$ cat src/rtl/pipe_destination_scoreboard_if.sv
// Decode/issue <-> destination scoreboard bundle.
// master: decode/issue side (drives instruction info, reads hazard results).
// slave : the scoreboard itself.
interface pipe_destination_scoreboard_if #(
  parameter int DEPTH  = 3,
  parameter int REG_AW = 3
);
  localparam int CW = $clog2(DEPTH + 1);
  localparam int SW = $clog2(DEPTH);

  logic              i_advance;
  logic              i_issue_valid;
  logic              i_dst_flag;
  logic [REG_AW-1:0] i_dst;
  logic              i_flush;
  logic              i_src_a_used;
  logic [REG_AW-1:0] i_src_a;
  logic              i_src_b_used;
  logic [REG_AW-1:0] i_src_b;
  logic              o_hazard_a;
  logic              o_hazard_b;
  logic              o_stall;
  logic              o_retire_valid;
  logic [REG_AW-1:0] o_retire_dst;
  logic [CW-1:0]     o_pending;
  logic              o_fwd_hit_a;
  logic [SW-1:0]     o_fwd_sel_a;
  logic              o_fwd_hit_b;
  logic [SW-1:0]     o_fwd_sel_b;

  modport master (
    output i_advance, i_issue_valid, i_dst_flag, i_dst, i_flush,
           i_src_a_used, i_src_a, i_src_b_used, i_src_b,
    input  o_hazard_a, o_hazard_b, o_stall, o_retire_valid, o_retire_dst,
           o_pending, o_fwd_hit_a, o_fwd_sel_a, o_fwd_hit_b, o_fwd_sel_b
  );

  modport slave (
    input  i_advance, i_issue_valid, i_dst_flag, i_dst, i_flush,
           i_src_a_used, i_src_a, i_src_b_used, i_src_b,
    output o_hazard_a, o_hazard_b, o_stall, o_retire_valid, o_retire_dst,
           o_pending, o_fwd_hit_a, o_fwd_sel_a, o_fwd_hit_b, o_fwd_sel_b
  );
endinterface

$ cat src/rtl/pipe_destination_scoreboard.sv
// Destination scoreboard: shadows DEPTH in-flight stages (entry 0 youngest),
// flags RAW hazards for two source operands, reports retiring writes and
// supports a partial branch flush of the youngest entries.
// Optional macro SCOREBOARD_FWD_HINT_EN builds youngest-producer forwarding
// hints; without it the fwd ports are tied to 0.
module pipe_destination_scoreboard #(
  parameter int DEPTH        = 3,
  parameter int REG_AW       = 3,
  parameter int FLUSH_STAGES = 2
)(
  input logic                          i_clk,
  input logic                          i_rst_n,
  pipe_destination_scoreboard_if.slave sb
);
  localparam int CW       = $clog2(DEPTH + 1);
  localparam bit KILL_ALL = (FLUSH_STAGES == DEPTH);

  logic [DEPTH-1:0]             vld, vld_nxt;
  logic [DEPTH-1:0][REG_AW-1:0] dst, dst_nxt;
  logic [DEPTH-1:0]             match_a, match_b;
  logic [CW-1:0]                cnt;
  logic                         haz_a, haz_b;

  // Next state: shift on advance, then flush the youngest entries on top.
  always_comb begin
    vld_nxt = vld;
    dst_nxt = dst;
    if (sb.i_advance) begin
      for (int k = 1; k < DEPTH; k++) begin
        vld_nxt[k] = vld[k-1];
        dst_nxt[k] = dst[k-1];
      end
      vld_nxt[0] = sb.i_issue_valid & sb.i_dst_flag;
      dst_nxt[0] = (sb.i_issue_valid & sb.i_dst_flag) ? sb.i_dst : '0;
    end
    if (sb.i_flush) begin
      for (int k = 0; k < FLUSH_STAGES; k++) begin
        vld_nxt[k] = 1'b0;
        dst_nxt[k] = '0;
      end
    end
  end

  // State register; reset wins over flush and advance.
  always_ff @(posedge i_clk) begin
    if (!i_rst_n) begin
      vld <= '0;
      dst <= '0;
    end else begin
      vld <= vld_nxt;
      dst <= dst_nxt;
    end
  end

  // Per-entry source compares; the retiring entry still participates.
  always_comb begin
    match_a = '0;
    match_b = '0;
    for (int k = 0; k < DEPTH; k++) begin
      match_a[k] = vld[k] && (dst[k] == sb.i_src_a);
      match_b[k] = vld[k] && (dst[k] == sb.i_src_b);
    end
  end

  // Occupancy count of valid entries.
  always_comb begin
    cnt = '0;
    for (int k = 0; k < DEPTH; k++) cnt = cnt + CW'(vld[k]);
  end

  // Outputs are forced quiet while reset is asserted.
  assign haz_a             = i_rst_n & sb.i_src_a_used & (|match_a);
  assign haz_b             = i_rst_n & sb.i_src_b_used & (|match_b);
  assign sb.o_hazard_a     = haz_a;
  assign sb.o_hazard_b     = haz_b;
  assign sb.o_stall        = haz_a | haz_b;
  // A full-depth flush also kills the oldest entry, so it never retires.
  assign sb.o_retire_valid = i_rst_n & sb.i_advance & vld[DEPTH-1]
                             & ~(sb.i_flush & KILL_ALL);
  assign sb.o_retire_dst   = (i_rst_n & vld[DEPTH-1]) ? dst[DEPTH-1] : '0;
  assign sb.o_pending      = i_rst_n ? cnt : '0;

`ifdef SCOREBOARD_FWD_HINT_EN
  localparam int SW = $clog2(DEPTH);
  logic [SW-1:0] sel_a, sel_b;

  // Youngest producer wins: scan oldest to youngest so the lowest index sticks.
  always_comb begin
    sel_a = '0;
    sel_b = '0;
    for (int k = DEPTH - 1; k >= 0; k--) begin
      if (match_a[k]) sel_a = SW'(k);
      if (match_b[k]) sel_b = SW'(k);
    end
  end

  assign sb.o_fwd_hit_a = haz_a;
  assign sb.o_fwd_hit_b = haz_b;
  assign sb.o_fwd_sel_a = haz_a ? sel_a : '0;
  assign sb.o_fwd_sel_b = haz_b ? sel_b : '0;
`else
  assign sb.o_fwd_hit_a = 1'b0;
  assign sb.o_fwd_hit_b = 1'b0;
  assign sb.o_fwd_sel_a = '0;
  assign sb.o_fwd_sel_b = '0;
`endif
endmodule

$ cat src/flat_wrapper.sv
// flat-port wrapper written by rule: the top's interface ports become plain ports
module pipe_destination_scoreboard_flat 
#(
  parameter int DEPTH        = 3,
  parameter int REG_AW       = 3,
  parameter int FLUSH_STAGES = 2
)
  (i_clk, i_rst_n, sb_i_advance, sb_i_issue_valid, sb_i_dst_flag, sb_i_dst, sb_i_flush, sb_i_src_a_used, sb_i_src_a, sb_i_src_b_used, sb_i_src_b, sb_o_hazard_a, sb_o_hazard_b, sb_o_stall, sb_o_retire_valid, sb_o_retire_dst, sb_o_pending, sb_o_fwd_hit_a, sb_o_fwd_sel_a, sb_o_fwd_hit_b, sb_o_fwd_sel_b);
  pipe_destination_scoreboard_if #(.DEPTH(DEPTH), .REG_AW(REG_AW)) sb_i ();
  input logic i_clk;
  input logic i_rst_n;
  input wire logic [$bits(sb_i.i_advance)-1:0] sb_i_advance;
  input wire logic [$bits(sb_i.i_issue_valid)-1:0] sb_i_issue_valid;
  input wire logic [$bits(sb_i.i_dst_flag)-1:0] sb_i_dst_flag;
  input wire logic [$bits(sb_i.i_dst)-1:0] sb_i_dst;
  input wire logic [$bits(sb_i.i_flush)-1:0] sb_i_flush;
  input wire logic [$bits(sb_i.i_src_a_used)-1:0] sb_i_src_a_used;
  input wire logic [$bits(sb_i.i_src_a)-1:0] sb_i_src_a;
  input wire logic [$bits(sb_i.i_src_b_used)-1:0] sb_i_src_b_used;
  input wire logic [$bits(sb_i.i_src_b)-1:0] sb_i_src_b;
  output wire logic [$bits(sb_i.o_hazard_a)-1:0] sb_o_hazard_a;
  output wire logic [$bits(sb_i.o_hazard_b)-1:0] sb_o_hazard_b;
  output wire logic [$bits(sb_i.o_stall)-1:0] sb_o_stall;
  output wire logic [$bits(sb_i.o_retire_valid)-1:0] sb_o_retire_valid;
  output wire logic [$bits(sb_i.o_retire_dst)-1:0] sb_o_retire_dst;
  output wire logic [$bits(sb_i.o_pending)-1:0] sb_o_pending;
  output wire logic [$bits(sb_i.o_fwd_hit_a)-1:0] sb_o_fwd_hit_a;
  output wire logic [$bits(sb_i.o_fwd_sel_a)-1:0] sb_o_fwd_sel_a;
  output wire logic [$bits(sb_i.o_fwd_hit_b)-1:0] sb_o_fwd_hit_b;
  output wire logic [$bits(sb_i.o_fwd_sel_b)-1:0] sb_o_fwd_sel_b;
  assign sb_i.i_advance = sb_i_advance;
  assign sb_i.i_issue_valid = sb_i_issue_valid;
  assign sb_i.i_dst_flag = sb_i_dst_flag;
  assign sb_i.i_dst = sb_i_dst;
  assign sb_i.i_flush = sb_i_flush;
  assign sb_i.i_src_a_used = sb_i_src_a_used;
  assign sb_i.i_src_a = sb_i_src_a;
  assign sb_i.i_src_b_used = sb_i_src_b_used;
  assign sb_i.i_src_b = sb_i_src_b;
  assign sb_o_hazard_a = sb_i.o_hazard_a;
  assign sb_o_hazard_b = sb_i.o_hazard_b;
  assign sb_o_stall = sb_i.o_stall;
  assign sb_o_retire_valid = sb_i.o_retire_valid;
  assign sb_o_retire_dst = sb_i.o_retire_dst;
  assign sb_o_pending = sb_i.o_pending;
  assign sb_o_fwd_hit_a = sb_i.o_fwd_hit_a;
  assign sb_o_fwd_sel_a = sb_i.o_fwd_sel_a;
  assign sb_o_fwd_hit_b = sb_i.o_fwd_hit_b;
  assign sb_o_fwd_sel_b = sb_i.o_fwd_sel_b;
  pipe_destination_scoreboard #(.DEPTH(DEPTH), .REG_AW(REG_AW), .FLUSH_STAGES(FLUSH_STAGES)) u_core (.i_clk(i_clk), .i_rst_n(i_rst_n), .sb(sb_i));
endmodule
$ cat config.mk
export PLATFORM = sky130hd
export DESIGN_NAME = pipe_destination_scoreboard_flat
export DESIGN_NICKNAME = d
export VERILOG_FILES = /design/src/rtl/pipe_destination_scoreboard_if.sv /design/src/rtl/pipe_destination_scoreboard.sv /design/src/flat_wrapper.sv
export SDC_FILE = /design/constraint.sdc
export NUM_CORES = 1
export LEC_CHECK = 0
export BUFFER_PORTS_ARGS = -buffer_cell sky130_fd_sc_hd__buf_2
export CORE_MARGIN = 2
export CORE_UTILIZATION = 50
export CTS_CLUSTER_SIZE = 20
export DETAILED_ROUTE_END_ITERATION = 16
export GPL_TIMING_DRIVEN = 0
export PLACE_DENSITY = 0.82
export SETUP_SLACK_MARGIN = 0.4
export SLEW_MARGIN = 20
export SYNTH_ARGS = -nofsm -noshare
export SYNTH_HDL_FRONTEND = slang
export SYNTH_SLANG_ARGS = --single-unit
$ cat constraint.sdc
create_clock -name i_clk -period 1.7 [get_ports i_clk]
set_input_delay 0.255 -clock i_clk [delete_from_list [all_inputs] [get_ports i_clk]]
set_output_delay 0.255 -clock i_clk [all_outputs]
set_load 0.02 [all_outputs]
* Word-level counts from Yosys, hierarchy flattened
Cells that the tools add are included.
** Storage, ports and cells
- Bits in writable memories :: 0
- Latch bits :: 0
- Bits in read-only memories :: 0
- Flip-flop bits (word level) :: 12
- Memories :: 0
** Operators by class
- $mul :: 0
- Reductions and logical operators :: 9
- Bitwise gates (word level) :: 10
- Divide/modulo/power cells :: 0
- Shift operators :: 0
- Mux-type cells :: 3
- $add $sub $neg :: 2
- Magnitude comparators :: 0
- Eq/ne operators :: 6
** Operators by type and width (count)
- 3-bit equality test :: 6
- 1-bit bitwise AND :: 8
- 1-bit logical AND :: 6
- 3-bit 2-to-1 mux :: 2
- 3-bit OR reduction :: 2
- 1-bit by 1-bit adder with 2-bit output :: 1
- 2-bit by 1-bit adder with 2-bit output :: 1
- 2-bit 2-to-1 mux :: 1
- 2-bit OR reduction :: 1
- 1-bit NOT :: 1
- 1-bit bitwise OR :: 1

* Depth between registers and ports, before layout
Gate-level depths: netlist of the first run.
- Depth after elaboration :: 5
- Depth in mapped cells :: 4
- Gate-level depth less buffers :: 4

* Worst setup path after synthesis of the first run
OpenSTA, ideal clock, no wires.
- Path kind :: reg2out
- From :: register u_core.dst[4] (netlist name)
- To :: output port sb_o_stall
- Data required time :: 1.445 ns
- Stages on the path, launching flop included :: 5
- Setup slack :: 0.227 ns
- Arrival :: 1.218 ns
- Path through :: dfxtp_1 -> xnor2_1 -> nand4_1 -> a31oi_2 -> a31o_1
** On the way
- Longest elaborated chain between the ends :: 5
- Elaborated cells between the ends (all ways) :: 9
- Classes of those cells :: 2 x eq/ne; 3 x bitwise; 4 x reduce/logical
** Ends and longest elaborated chain
- start: declaration :: RTL line pipe_destination_scoreboard.sv:19 : logic [DEPTH-1:0][REG_AW-1:0] dst, dst_nxt;
- start signal: assignment :: RTL line pipe_destination_scoreboard.sv:51 : dst <= dst_nxt;
- 3-bit equality test :: RTL line pipe_destination_scoreboard.sv:61 : match_b[k] = vld[k] && (dst[k] == sb.i_src_b);
- 1-bit logical AND :: RTL line pipe_destination_scoreboard.sv:61
- 3-bit OR reduction :: RTL line pipe_destination_scoreboard.sv:73 : assign haz_b = i_rst_n & sb.i_src_b_used & (|match_b);
- 1-bit bitwise AND :: RTL line pipe_destination_scoreboard.sv:73
- via sb_o_hazard_b :: RTL line flat_wrapper.sv:22 : output wire logic [$bits(sb_i.o_hazard_b)-1:0] sb_o_hazard_b;
- 1-bit bitwise OR :: RTL line pipe_destination_scoreboard.sv:76 : assign sb.o_stall = haz_a | haz_b;
- end: declaration :: RTL line flat_wrapper.sv:23 : output wire logic [$bits(sb_i.o_stall)-1:0] sb_o_stall;
The timed path passes the listed nets, and every way through them passes these cells.

* Worst setup path in the final report of the first run
- From :: register u_core.dst[4] (netlist name)
- To :: output port sb_o_stall
** On the way
- Longest elaborated chain between the ends :: 5
- Elaborated cells between the ends (all ways) :: 9
- Classes of those cells :: 2 x eq/ne; 3 x bitwise; 4 x reduce/logical
** Ends and longest elaborated chain (RTL line)
- 3-bit equality test (on tied branches) :: pipe_destination_scoreboard.sv:60, pipe_destination_scoreboard.sv:61
- 1-bit logical AND (on tied branches) :: pipe_destination_scoreboard.sv:60, pipe_destination_scoreboard.sv:61
- 3-bit OR reduction (on tied branches) :: pipe_destination_scoreboard.sv:72, pipe_destination_scoreboard.sv:73
- 1-bit bitwise AND (on tied branches) :: pipe_destination_scoreboard.sv:72, pipe_destination_scoreboard.sv:73
- 1-bit bitwise OR (*) :: pipe_destination_scoreboard.sv:76
Mark *: on every way between the ends. The rest lies on a longest branch, timed or not.

==> results_dict.tcl, run 1 <==
set metrics [dict create \
    async_flop_share 0 \
    numPlacedInstances 133 \
    portBuffers 24 \
    hold_depth 3 \
    numCtsBuffers 3 \
    status "finished clean" \
    slowest_delay_ns 0.39 \
    clock_sinks 12 \
    via_count 783 \
    die_width_um 43.99 \
    rsz0062_at_grt "true" \
    hold_class "in -> reg" \
    setup_slack_ns 0.03644 \
    cp-start-kind "flip-flop" \
    dp_hpwl_um 1373 \
    path_depth 5 \
    finalWirelength_um 2090 \
    insertion_delay_ns 0.28 \
    fp.dieArea_um2 1935 \
    core_um2 1506 \
    drcViolationCount 0 \
    n_antenna_cell 0 \
    die_h_um 43.99 \
    grt_pass1_vias 727 \
    antenna_found_initial 0 \
    place.gp.congestion 0.7398 \
    initial_core_util 0.5307 \
    antenna_left 0 \
    ioPinCount 32 \
    crit_type "reg -> out" \
    fillers 96 \
    drv_slew 0 \
    synth_top_cell_by_area "dfxtp_1" \
    htreeDepth 1 \
    pre_cts_ws_ns 0.2401 \
    via_per_inst 5.400 \
    ys_seq_elements 12 \
    layout.cells.non_filler 145 \
    grt.total_usage 0.2224 \
    cap_violations 0 \
    path_clk_slew_ns 0.08 \
    layout-drive-gt1-share 0.5814 \
    reg2regPathDepth 3 \
    grt_max_degree 11 \
    area_delta_synth_final_pct 55.87 \
    synth.avg_cell_area_um2 9.085 \
    synth.most_common_cell "xnor2_1" \
    worst_clock_skew_ns 0.004480 \
    synthTopCellsByCount "xnor2_1, dfxtp_1, mux2i_1, nand4_1, buf_4" \
    cp_max_fo 3 \
    ys.flop_type "dfxtp_1" \
    ys_top_cells_by_area "dfxtp_1, xnor2_1, mux2i_1" \
    initialDrtViolationCount 14 \
    netlist_area_um2 799.5 \
    path_buf_inv 1 \
    critPathTopFamily "flip-flops" \
    endpoint_kind "output port" \
    final_nets 148 \
    critPathSlowestCell "dfxtp_4" \
    rows 14 \
    ys_seq_area_frac 0.3005 \
    syn_inst 88 \
    cts_root_buf "clkbuf_4" \
    worstPathCellList "xnor2_2 > nand4_1 > a31oi_4 > a31o_4 > buf_6" \
    overflow 0 \
    required_ns 1.44 \
    synth_top_cell_area_share 0.3005 \
    hold_violations 0 \
    holdBufCountCts 0 \
    peakVddDrop_uv 471.5 \
    tns_ns 0 \
    max_freq_ghz 0.6011 \
    cts_tree "done" \
    cp_data_arrival_time_ns 1.41 \
    clock_path_buffers 2 \
    grt_pass1_wl_um 3105 \
    p_per_area_nw_per_um2 506.5 \
    post_synth_num_cell_types 21 \
    synth-edff-count 0 \
    leakage_nw 0.5828 \
    wl_per_cell_um 14.41 \
    setup_viol 0 \
    post-route-min-period_ns 1.664 \
    period_share 0.9786 \
    drtPass1Iterations 4 \
    yosysWarningCount 0 \
]
cells in the final DEF, fill, tap and decap left out:
master	synthesis	routed
buf_4	7	16
conb_1	1	6
nand4_2	1	1
and2_4	0	1
buf_6	0	4
mux2i_1	8	8
nand3_2	0	1
clkbuf_2	0	1
xnor2_2	0	13
nor2b_1	4	4
buf_2	1	20
and3_1	5	5
dfxtp_2	0	2
nand4_1	8	8
fa_1	1	1
a21oi_1	4	4
clkbuf_8	0	1
dfxtp_4	0	10
nand3_1	2	1
clkbuf_4	0	3
nand2_1	1	1
buf_1	1	1
a31oi_4	0	1
nor2_1	4	4
and2_1	2	1
xnor2_1	18	5
nand2b_1	5	5
a31o_4	0	1
sequential cells by signal, indices dropped and copies added, names as in the netlist:
| register | flops |
|---|---|
| u_core.dst | 9 |
| u_core.vld | 3 |
repair_timing:
item / 4_1_cts / 5_1_grt
gates resized for setup: 27 / 8
buffers inserted: 7 / 1
pin swaps: 10 / 4
cloned: 0 / 0
setup endpoints to repair: 9 / 7
final cells by class:
type	instances	area (um^2)	share of cell area
Buffer	10	66.31	0.05321
Clock buffer	4	36.28	0.02912
Multi-Input combinational cell	71	635.6	0.5100
Sequential cell	12	280.3	0.2249
Tap cell	16	20.02	0.01606
Timing Repair Buffer	32	207.7	0.1667
per-stage QoR:
| stage | power, mW | utilization | hold slack [ns] | instance area [um^2] |
|---|---|---|---|---|
| 2_1_floorplan | 0.3637 | - | 0.4152 | 872.1 |
| 3_3_place_gp | 0.3977 | 0.6719 | 0.5001 | 1012 |
| 3_5_place_dp | 0.4010 | 0.6719 | 0.5094 | 1012 |
| 4_1_cts | 0.6286 | 0.8015 | 0.2418 | 1207 |
| 5_1_grt | 0.6534 | 0.8272 | 0.2612 | 1246 |
| 6_report | 0.6312 | 0.8272 | 0.2393 | 1246 |
worst paths after layout:
path | from | to | slack (ns)
max | u_core.dst[4]$_SDFFE_PP0P_ | sb_o_stall | 0.04
min | sb_i_dst[2] | u_core.dst[2]$_SDFFE_PP0P_ | 0.24
max reg2reg | u_core.dst[4]$_SDFFE_PP0P_ | u_core.dst[4]$_SDFFE_PP0P_ | 0.85
min reg2reg | u_core.dst[2]$_SDFFE_PP0P_ | u_core.dst[2]$_SDFFE_PP0P_ | 0.53
per-layer routing:
layer | wire length [um] | global-route usage
met5 | 0 | 0
met3 | 121 | 0.04167
met4 | 76 | 0.1333
met1 | 800 | 0.2571
met2 | 1091 | 0.3765
logic make-up after synthesis:
family | synth area share
AND/OR/NAND/NOR | 0.2394
XOR/XNOR | 0.1972
flip-flops | 0.3005
buffers and inverters | 0.08136
multiplexers | 0.1002
AO/OA/AOI/OAI | 0.05164
adder cells (fa/ha/maj) | 0.02504
other | 0.004690
where the power goes:
part	switching, mW	leakage (nW)	total, mW	internal [mW]
sequential	0.00319	0.106	0.271	0.268
clock	0.103	0.0210	0.233	0.130
combinational	0.0638	0.456	0.127	0.0633
total	0.170	0.583	0.631	0.461
tightest hold or removal path: cells and delay by family:
family	cells	cell delay [ns]
AO/OA/AOI/OAI	1	0.06
AND/OR/NAND/NOR	1	0.07
buffers and inverters	1	0.09
Note: power is estimated with default switching activity, not from simulation.
==> inputs of run 2 (changes only) <==
- CORE_MARGIN: 2 -> 5
==> run 2 against run 1 <==
Against the previous run: sequential share of layout area rose by 0.92 points; clock skew fell by 0.0015 ns; die area rose by 29%; register-to-register slack improved by 0.04 ns; routed wire length fell by 7.7%; clock power fell by 3%; non-clock buffer count fell by 5; sequential power barely moved; global-route usage fell by 6.2 points; cell count fell by 3.4%.
==> results_dict.tcl, run 2 (same netlist as run 1, synthesis figures left out) <==
set metrics [dict create \
    clkPwrFrac 0.366 \
    finalWirelength_um 1930 \
    grt.total_usage 0.1607 \
    n_antenna_cell 0 \
    rows 14 \
    p_per_area_nw_per_um2 517.5 \
    setup_viol 0 \
    post-route-min-period_ns 1.643 \
    die_h_um 49.99 \
    critPathSlowestCell "fa_1" \
    cp_data_arrival_time_ns 1.39 \
    placedInstanceArea_um2 1012 \
    critPathTopFamily "adder cells" \
    period_share 0.9666 \
    hold_ws_ns 0.2378 \
    peakVddDrop_uv 559.4 \
    top_register "u_core.dst" \
    drtPass1Iterations 4 \
    path_clk_slew_ns 0.07 \
    grt_max_degree 11 \
    cts_tree "done" \
    grt_pass1_wl_um 3174 \
    holdBufCountCts 0 \
    endpoint_kind "output port" \
    top_regs "u_core.dst: 9 flops, u_core.vld: 3 flops" \
    max_freq_ghz 0.6086 \
    antenna_found_initial 0 \
    area_delta_synth_final_pct 49.77 \
    via_count 745 \
    mostFrequentLayoutCell "buf_2" \
    initial_core_util 0.5307 \
    largest_reg_flops 9 \
    crit_type "reg -> out" \
    worstPathCellList "fa_1 > and2_4 > buf_6" \
    overflow 0 \
    insertion_delay_ns 0.28 \
    fp.dieArea_um2 2499 \
    numCtsBuffers 3 \
    fin_area_um2 1197 \
    cp-start-kind "flip-flop" \
    place.gp.congestion 0.7661 \
    p_sw_frac 0.2582 \
    ioPinCount 32 \
    cts_root_buf "clkbuf_4" \
    clock_sinks 12 \
    slowest_delay_ns 0.53 \
    status "finished clean" \
    cp_max_fo 2 \
    final_nets 143 \
    required_ns 1.44 \
    die_width_um 49.99 \
    rsz0062_at_grt "true" \
    mostFrequentLayoutCells "buf_2, xnor2_2, buf_4, dfxtp_4" \
    drcViolationCount 0 \
    layout-drive-gt1-share 0.5484 \
    power.total_mw 0.6196 \
    p_sw_mw 0.1600 \
    pwr-share-seq 0.436 \
    initialDrtViolationCount 8 \
    intPower_mw 0.4596 \
    htreeDepth 1 \
    clock_path_buffers 2 \
    tns_ns 0 \
    dp_hpwl_um 1479 \
    path_buf_inv 1 \
    portBuffers 24 \
    p_comb_frac 0.197 \
    grt_pass1_vias 733 \
    leakage_nw 0.5475 \
    via_per_inst 5.321 \
    worst_clock_skew_ns 0.003021 \
    hold_class "in -> reg" \
    hold_violations 0 \
    cap_violations 0 \
    antenna_left 0 \
    wl_per_cell_um 13.79 \
    core_um2 1506 \
    drv_slew 0 \
]
[run 2: cell types whose count changed in the layout (fill, tap and decap cells not counted)]
| cell | before | now |
|---|---|---|
| buf_4 | 16 | 10 |
| xnor2_1 | 5 | 7 |
| xnor2_2 | 13 | 11 |
| buf_6 | 4 | 5 |
[run 2: final cells by class]
| cell class | instances | area [um^2] |
|---|---|---|
| plain buffers | 10 | 70.07 |
| clock buffers | 4 | 36.28 |
| fillers | 100 | 309.0 |
| multi-input cells | 71 | 620.6 |
| flip-flops and latches | 12 | 280.3 |
| well taps | 16 | 20.02 |
| repair buffers | 27 | 170.2 |
[run 2: path summary, 6_finish.rpt]
| path | startpoint | to | slack (ns) | depth (start not counted) |
|---|---|---|---|---|
| worst max-delay path | u_core.vld[1]$_SDFFE_PP0P_ | sb_o_pending[0] | 0.06 | 3 |
| worst min-delay path | sb_i_dst[0] | u_core.dst[0]$_SDFFE_PP0P_ | 0.24 | 3 |
| worst max register to register | u_core.vld[0]$_SDFFE_PP0P_ | u_core.vld[1]$_SDFFE_PP0P_ | 0.89 | 3 |
| worst min register to register | u_core.dst[2]$_SDFFE_PP0P_ | u_core.dst[2]$_SDFFE_PP0P_ | 0.51 | 2 |
[run 2: through the flow]
stage	util	setup WS (ns)	cells
2_1_floorplan	-	0.3941	93
3_5_place_dp	0.6719	0.2540	133
4_1_cts	0.7641	0.05360	140
3_3_place_gp	0.6719	0.2695	133
6_report	0.7949	0.05681	140
5_1_grt	0.7949	0.01558	140
[run 2: power groups by stage]
stage	sequential, mW	combinational (mW)	clock (mW)
after floorplan	0.292	0.0721	0
after global placement	0.292	0.105	0
after detailed placement	0.292	0.108	0
after CTS	0.278	0.117	0.228
after global routing	0.271	0.132	0.243
final	0.270	0.122	0.227
[run 2: what timing repair did]
| action | in CTS | in global routing |
|---|---|---|
| setup buffers | 3 | 0 |
| pin swaps | 6 | 5 |
| cloned | 0 | 0 |
| setup endpoints to repair | 9 | 7 |
| gates resized for setup | 23 | 10 |
| endpoints found under the hold margin | 0 | 0 |
[run 2: routing by layer]
metal	GRT usage	wire length [um]	vias up
met2	0.2845	977	24
met1	0.1894	767	344
met5	0	0	-
met4	0.05240	25	0
met3	0.03012	159	4
li1	-	-	373
[run 2: worst reg2reg max path: stages, from the launching register on]
cell and delay [ns]:
dfxtp_4 0.36, buf_4 0.15, mux2i_1 0.14, nor2_1 0.05
